===== config.mk =====
export PLATFORM = sky130hd
export DESIGN_NAME = vga_sprite_renderer
export DESIGN_NICKNAME = d
export VERILOG_FILES = /design/src/rtl/vga_sprite_renderer.sv
export SDC_FILE = /design/constraint.sdc
export NUM_CORES = 2
export LEC_CHECK = 0
export ABC_CLOCK_PERIOD_IN_PS = 5020
export CORE_ASPECT_RATIO = 1.2
export CORE_MARGIN = 8
export CORE_UTILIZATION = 50
export DETAILED_ROUTE_END_ITERATION = 6
export PLACE_DENSITY = 0.65
export SYNTH_ARGS = -nofsm -noshare
export SYNTH_HDL_FRONTEND = slang
export SYNTH_SLANG_ARGS = --single-unit
export TNS_END_PERCENT = 1

===== constraint.sdc =====
create_clock -name iVGA_CLK -period 5.02 [get_ports iVGA_CLK]
set_input_delay 0.502 -clock iVGA_CLK [delete_from_list [all_inputs] [get_ports iVGA_CLK]]
set_output_delay 0.502 -clock iVGA_CLK [all_outputs]
set_load 0.01 [all_outputs]

===== src/rtl/vga_sprite_renderer.sv =====
// vga_sprite_renderer: two-stage pixel generator (sprite RAM, colour bars, fill, checker)
// with a transparency key, blanking and a 2-cycle delayed data-enable.
module vga_sprite_renderer #(
   parameter int COLOR_BITS     = 1,
   parameter int ENT_W          = 2,
   parameter int CELL_LOG2_W    = 4,
   parameter int CELL_LOG2_H    = 4,
   parameter int BAR_H          = 60,
   parameter bit TRANSPARENT_EN = 1'b1
) (
   input  logic                                      iVGA_CLK,
   input  logic                                      reset_n,
   input  logic [9:0]                                iVGA_X,
   input  logic [9:0]                                iVGA_Y,
   input  logic                                      iDE,
   input  logic [ENT_W-1:0]                          iEnt,
   input  logic [1:0]                                iMode,
   input  logic [3*COLOR_BITS-1:0]                   iBg,
   input  logic [3*COLOR_BITS-1:0]                   iKey,
   input  logic                                      iWr_en,
   input  logic [ENT_W+CELL_LOG2_W+CELL_LOG2_H-1:0]  iWr_addr,
   input  logic [3*COLOR_BITS-1:0]                   iWr_data,
   output logic                                      oWr_ready,
   output logic [COLOR_BITS-1:0]                     oRed,
   output logic [COLOR_BITS-1:0]                     oGreen,
   output logic [COLOR_BITS-1:0]                     oBlue,
   output logic                                      oDE
);
   localparam int CW = 3*COLOR_BITS;
   localparam int AW = ENT_W+CELL_LOG2_W+CELL_LOG2_H;

   logic [CW-1:0]    mem_q [2**AW];
   logic [CW-1:0]    rd_q, bg_q, key_q, rgb_q, spr_d, bar_d, pix_d;
   logic [ENT_W-1:0] ent_q;
   logic [1:0]       mode_q;
   logic [2:0]       bar_q, k_d;
   logic             de_q, de2_q, chk_q, chk_d, unused_x;
   logic [AW-1:0]    addr_d;

   assign oWr_ready = ~iDE;
   assign unused_x  = ^iVGA_X[9:CELL_LOG2_W+1];
   assign chk_d     = iVGA_X[CELL_LOG2_W] ^ iVGA_Y[CELL_LOG2_H];
   // Single port: reads own the address while iDE is high, writes only in blanking.
   assign addr_d    = iDE ? {iEnt, iVGA_Y[CELL_LOG2_H-1:0], iVGA_X[CELL_LOG2_W-1:0]} : iWr_addr;

   always_ff @(posedge iVGA_CLK) begin
      if (iWr_en && !iDE) mem_q[addr_d] <= iWr_data;
      if (iDE) rd_q <= mem_q[addr_d];
   end

   always_comb begin
      k_d = 3'd0;
      for (int i = 1; i < 8; i++) if (int'(iVGA_Y) >= i*BAR_H) k_d = 3'(i);
   end

   always_ff @(posedge iVGA_CLK or negedge reset_n) begin
      if (!reset_n) begin
         mode_q <= '0;
         ent_q  <= '0;
         de_q   <= 1'b0;
         bar_q  <= '0;
         chk_q  <= 1'b0;
         bg_q   <= '0;
         key_q  <= '0;
      end else begin
         mode_q <= iMode;
         ent_q  <= iEnt;
         de_q   <= iDE;
         bar_q  <= k_d;
         chk_q  <= chk_d;
         bg_q   <= iBg;
         key_q  <= iKey;
      end
   end

   always_comb begin
      spr_d = (ent_q == '0 || (TRANSPARENT_EN && rd_q == key_q)) ? bg_q : rd_q;
      bar_d = {{COLOR_BITS{~bar_q[2]}}, {COLOR_BITS{~bar_q[0]}}, {COLOR_BITS{~bar_q[1]}}};
      pix_d = mode_q == 2'd0 ? spr_d :
              mode_q == 2'd1 ? bar_d :
              mode_q == 2'd2 ? bg_q  :
              (chk_q ? bg_q : ~bg_q);
   end

   always_ff @(posedge iVGA_CLK or negedge reset_n) begin
      if (!reset_n) begin
         rgb_q <= '0;
         de2_q <= 1'b0;
      end else begin
         rgb_q <= de_q ? pix_d : '0;
         de2_q <= de_q;
      end
   end

   assign oRed   = rgb_q[CW-1 -: COLOR_BITS];
   assign oGreen = rgb_q[2*COLOR_BITS-1 -: COLOR_BITS];
   assign oBlue  = rgb_q[COLOR_BITS-1:0];
   assign oDE    = de2_q;
endmodule

# == After elaboration in Yosys (flattened, before gate mapping) ==
# Memory sizes are Yosys's and may differ from the RTL's. A register that Yosys moved wholly into a read port is not among the register bits.
# Cells that the tools add are included.
# word_totals
n_memories,1
elab_cells,47
ramBits,3072
in_bits,47
register_bits,19
out_inout_bits,5
# mem_list
name,words,width,read_ports,rd_clocked_by_memory_dff,write_ports,line_no,rtl
mem_q,1024,3,1,1,1,32,logic [CW-1:0] mem_q [2**AW];
# classes
eq_ne,3
bitwise,6
reduce_logical,5
magnitude_cmp,7
mux,16
# op_table
cell,count
two-way mux 3 bit,11
"greater-or-equal comparator 10 x 9 -> 1 bit, second input constant",3
"greater-or-equal comparator 10 x 8 -> 1 bit, second input constant",2
"greater-or-equal comparator 10 x 6 -> 1 bit, second input constant",1
"greater-or-equal comparator 10 x 7 -> 1 bit, second input constant",1
two-way mux 10 bit,1
zero test 2 bit,2
NOT 1 bit,4
== test 3 bit,1
two-way mux 1 bit,3
NOT 3 bit,1
"== test 2 x 1 -> 1 bit, second input constant",1
"== test 2 bit, second input constant",1
two-way mux 2 bit,1
logical AND 1 bit,1
zero test 1 bit,1
logical OR 1 bit,1
bitwise XOR 1 bit,1

# == Depth between registers and ports, before layout ==
# depth
word_depth,8
ltp_mapped,16
ltp_nobuf,9

# == Worst setup path before layout ==
# No wires, ideal clock.
# synth_timing
path_kind,input port to flip-flop
from,input iDE
to,"register rd_q[0] (read register of mem_q), data pin"
setup_slack_ns,1.850
arrival_time_ns,2.911
path_stages,15
path_cell_list,buf_6 mux2_4 buf_6 buf_6 buf_2 buf_2 buf_2 mux2i_1 o22ai_1 nor4_1 a21oi_1 nor4_1 o32ai_1 nor3_1 nand2_1
# synth_via
elab_chain_cells,1
# synth_lines
item,line_no,rtl
"start, declared",15,"input logic iDE,"
two-way mux 10 bit,44,"assign addr_d = iDE ? {iEnt, iVGA_Y[CELL_LOG2_H-1:0], iVGA_X[CELL_LOG2_W-1:0]} : iWr_addr;"
"end, declared",33,"logic [CW-1:0] rd_q, bg_q, key_q, rgb_q, spr_d, bar_d, pix_d;"
# Several ways; a longest one is shown, not always the timed one.

# == Worst setup path after layout ==
# layout_timing
from,input iDE
to,"register rd_q[2] (read register of mem_q), data pin"
# Same word-level chain as after synthesis.

==> summary.md <==
| Metric | Value |
|---|---|
| Result of the run | `finished, final reports clean` |
| Drt first pass iters | `6` |
| Worst rel slew slack | `5.247%` |
| Crit start category | `input pin` |
| Sort of element at the end of the critical path | `register` |
| Iteration-0 DRC Markers | `9951` |
| Number of global-route vias before repair | `72050` |
| GRT overflow | `0` |
| Net switching power figure | `11.61 mW` |
| CP max FO | `29` |
| Number of clock sinks | `3094` |
| Clk Tree Root Cell | `sky130_fd_sc_hd__clkbuf_16` |
| Synthesis warning total | `0` |
| Buffers on Ports | `46` |
| Largest net degree at the start of global routing | `211` |
| Post-route clock skew | `47.76 ps` |
| # Post-CTS Setup Buffers | `0` |
| Maximum clock frequency | `0.2273 GHz` |
| Final hold violation count | `0` |
| Net Count, Synth | `7960` |
| Area inside the core boundary | `244800 um2` |
| Layout-stage area growth over the synthesis result | `12.78%` |
| Overall die area | `261900 um2` |
| Leakage power total | `46.33 nW` |
| Maximum vdd drop | `0.2715 mV` |
| Die Y | `559 um` |
| Antenna violations before repair | `20` |
| Number of filler instances in the final layout | `18690` |
| Critical Path Slowest Stage Cell | `sky130_fd_sc_hd__mux2_4` |
| Maximum level of the CTS H-tree | `5` |
| Synth top area cells | `sky130_fd_sc_hd__edfxtp_1, sky130_fd_sc_hd__mux2i_1, sky130_fd_sc_hd__nor2_1` |
| TritonCTS clock tree | `yes` |
| Kind of cell adding the most delay to the critical path | `buffers and inverters` |
| CTS-repair resized insts | `0` |
| Antenna Violating Nets Remaining | `0` |
| Combinational group share of total power | `6.2%` |
| Largest buffer count on any clock path | `4` |
| Combined global-route utilization of all metal layers | `26.98%` |
| First-pass GRT wire length | `515700 um` |
| Worst path arrival time | `5020 ps` |
| Transition time at the pin with the least slew margin | `1421 ps` |
| Sequential Power Share | `53.2%` |
| Total of max-cap violations | `0` |
| Clk network pwr share | `40.7%` |
| Fraction of layout instances using a drive strength above 1 | `10.73%` |
| Shortest clock period the worst path allows after layout | `4399 ps` |
| Setup Viol. Count Final | `0` |
| Die width | `468.5 um` |
| Period Utilization, post-route | `87.63%` |
| Most common flop cell mapped by yosys | `sky130_fd_sc_hd__edfxtp_1` |
| Avg Inst Size Synth | `15.53 um2` |
| Worst setup path category | `in -> reg` |
| Final core utilization | `56.61%` |
| WP buf/inv | `5` |
| Delay of the slowest cell on the worst path | `600 ps` |
| RSZ-0062 raised after global routing | `false` |
| Number of storage elements in the synthesis netlist | `3094` |
| Routed wire length | `364700 um` |
| Initial cell density of the core | `50.19%` |
| DRC violations left | `0` |
| Post-layout worst setup margin | `621.1 ps` |
| Endpoint required time on the critical path | `5640 ps` |
| Final cell count without fillers | `11490` |
| Io pins | `52` |
| Largest area contributor in the synthesized netlist | `sky130_fd_sc_hd__edfxtp_1` |
| Per-cell via count in the routed design | `6.377` |
| CTS buffer count | `292` |
| Seq/Total Area, Yosys | `75.55%` |
| Gate Count Post-Synth | `7913` |
| Top-area cell type share of the netlist area | `75.16%` |
| Fin Setup TNS | `0 ps` |
| Global placement routability congestion | `0.8761` |
| Post-synthesis cell type count | `59` |
| Class of the tightest hold or removal check | `in -> reg` |
| Number of nets in the final layout | `8093` |
| Cell-by-cell trace of the critical path | `dlygate4sd3_1 > buf_2 > mux2_4 > o21ai_4 > buf_12 > buf_4 > o22ai_1 > nor4_1 > a21oi_1 > nor4_1 > buf_4 > o22ai_1 > nor3_1 > nand4_1` |
| Instance count after placement with tap cells included | `10970` |
| Total power draw | `53.47 mW` |
| Power density of the placed cells | `386.0 nW/um2` |
| Number of flops mapped to enable cells by yosys | `3075` |
| Standard-cell rows | `199` |
| Post-synthesis async set-or-reset flop share | `0.6141%` |
| # hold bufs at CTS | `1` |
| Switching share of power | `21.71%` |
| Worst-path clk slew | `60 ps` |
| Total vias in the final route | `73290` |
| Detailed placer's ending HPWL | `214500 um` |
| Worst slack at placement | `294.4 ps` |
| Summed instance area of the synthesized netlist | `122900 um2` |
| Slew Viols, Final | `0` |
| Routed length per placed instance | `31.74 um` |
| Cell-internal power | `41.86 mW` |
| Clock insertion delay at the later pin of the skew report | `880 ps` |
==> worst reg2reg max path: stages, from the launching register on <==
cell and delay [ps]:
sky130_fd_sc_hd__edfxtp_1 360, sky130_fd_sc_hd__mux4_2 490, sky130_fd_sc_hd__a222oi_1 500, sky130_fd_sc_hd__a21oi_1 260, sky130_fd_sc_hd__a2111oi_0 670, sky130_fd_sc_hd__buf_4 210, sky130_fd_sc_hd__a2111oi_0 80, sky130_fd_sc_hd__nor3_1 180
sky130_fd_sc_hd__nand4_1 90
==> cells in the mapped netlist (all sizes together) (15+ instances only) <==
master,n
clkbuf,319
o22ai,575
mux4,58
nand2,609
mux2i,1171
nor2,1065
a31oi,22
a22oi,19
o21ai,29
a21oi,312
edfxtp,3075
nand3,35
nand4,15
buf,254
dfrtp,19
nor4,198
==> layout by cell type (no fill, tap or decap), drive strengths merged, types with 58 or more instances in the layout <==
master,instances
a21oi,312
clkbuf,363
mux4,58
nand2,609
mux2i,1171
buf,369
clkinv,110
nor4,198
o22ai,575
nor2,1065
edfxtp,3075
==> layer usage <==
layer  vias to the layer above  GRT usage (%)  part of all wire [%]
li1                      30760              -                     -
met1                     37380          35.30                    36
met2                      4246          44.18                    48
met3                       904          5.005                    10
met4                         4          12.01                   5.1
met5                         -              0                0.0074
==> path summary, 6_finish.rpt <==
kind                                   to  cells after the start     startpoint  slack (ps)
worst min-delay path            mode_q[0]                      1       iMode[0]          80
worst max-delay path              rd_q[2]                     14            iDE         620
worst max register to register    rd_q[2]                      8  mem_q[594][2]        1940
max in group asynchronous        key_q[1]                      1        reset_n        4410
min in group asynchronous        bar_q[2]                      1        reset_n         100
worst min register to register        oDE                      0           de_q         460
==> metrics by stage <==
stage | cell area [um2] | hold slack, ps
2_1_floorplan | 122900 | 206.4
3_3_place_gp | 129300 | 420.6
3_5_place_dp | 129300 | 437.2
4_1_cts | 138500 | 47.66
5_1_grt | 138500 | 71.39
6_report | 138500 | 75.00
==> sequential cells by signal, summed over array words and instances, names as in the netlist <==
name	cells
chk_q	1
mem_q	3072
oDE	1
key_q	3
bar_q	3
ent_q	2
mode_q	2
rd_q	3
bg_q	3
rgb_q	3
de_q	1
==> power groups by stage <==
stage          sequential, mW  combinational (mW)  clock, mW
2_1_floorplan            29.0                1.65          0
3_3_place_gp             29.0                3.22          0
3_5_place_dp             29.0                3.25          0
4_1_cts                  28.4                3.26       21.9
5_1_grt                  28.4                3.41       22.8
6_report                 28.4                3.30       21.7
==> logic make-up after synthesis <==
logic type,after synthesis,synth area share [%]
DFF,3094,75.55
xor gates and xnor gates,5,0.03564
adders and majority gates,1,0.008148
buffers and inverters,580,2.071
muxes,1235,10.66
and+or+nand+nor,1985,6.717
AOI/OAI and AO/OA,1013,4.959
==> cell type report <==
type	count	area (um2)	area share [%]
inverter	7	26.28	0.01896
multi-input combinational	4239	28020	20.23
clock buffer	363	7786	5.620
antenna	17	42.54	0.03070
clock inverter	144	1388	1.002
sequential	3094	92810	66.99
tap	3216	4024	2.904
timing repair buffer	412	4447	3.210
Note: power is estimated with default switching activity, not from simulation.
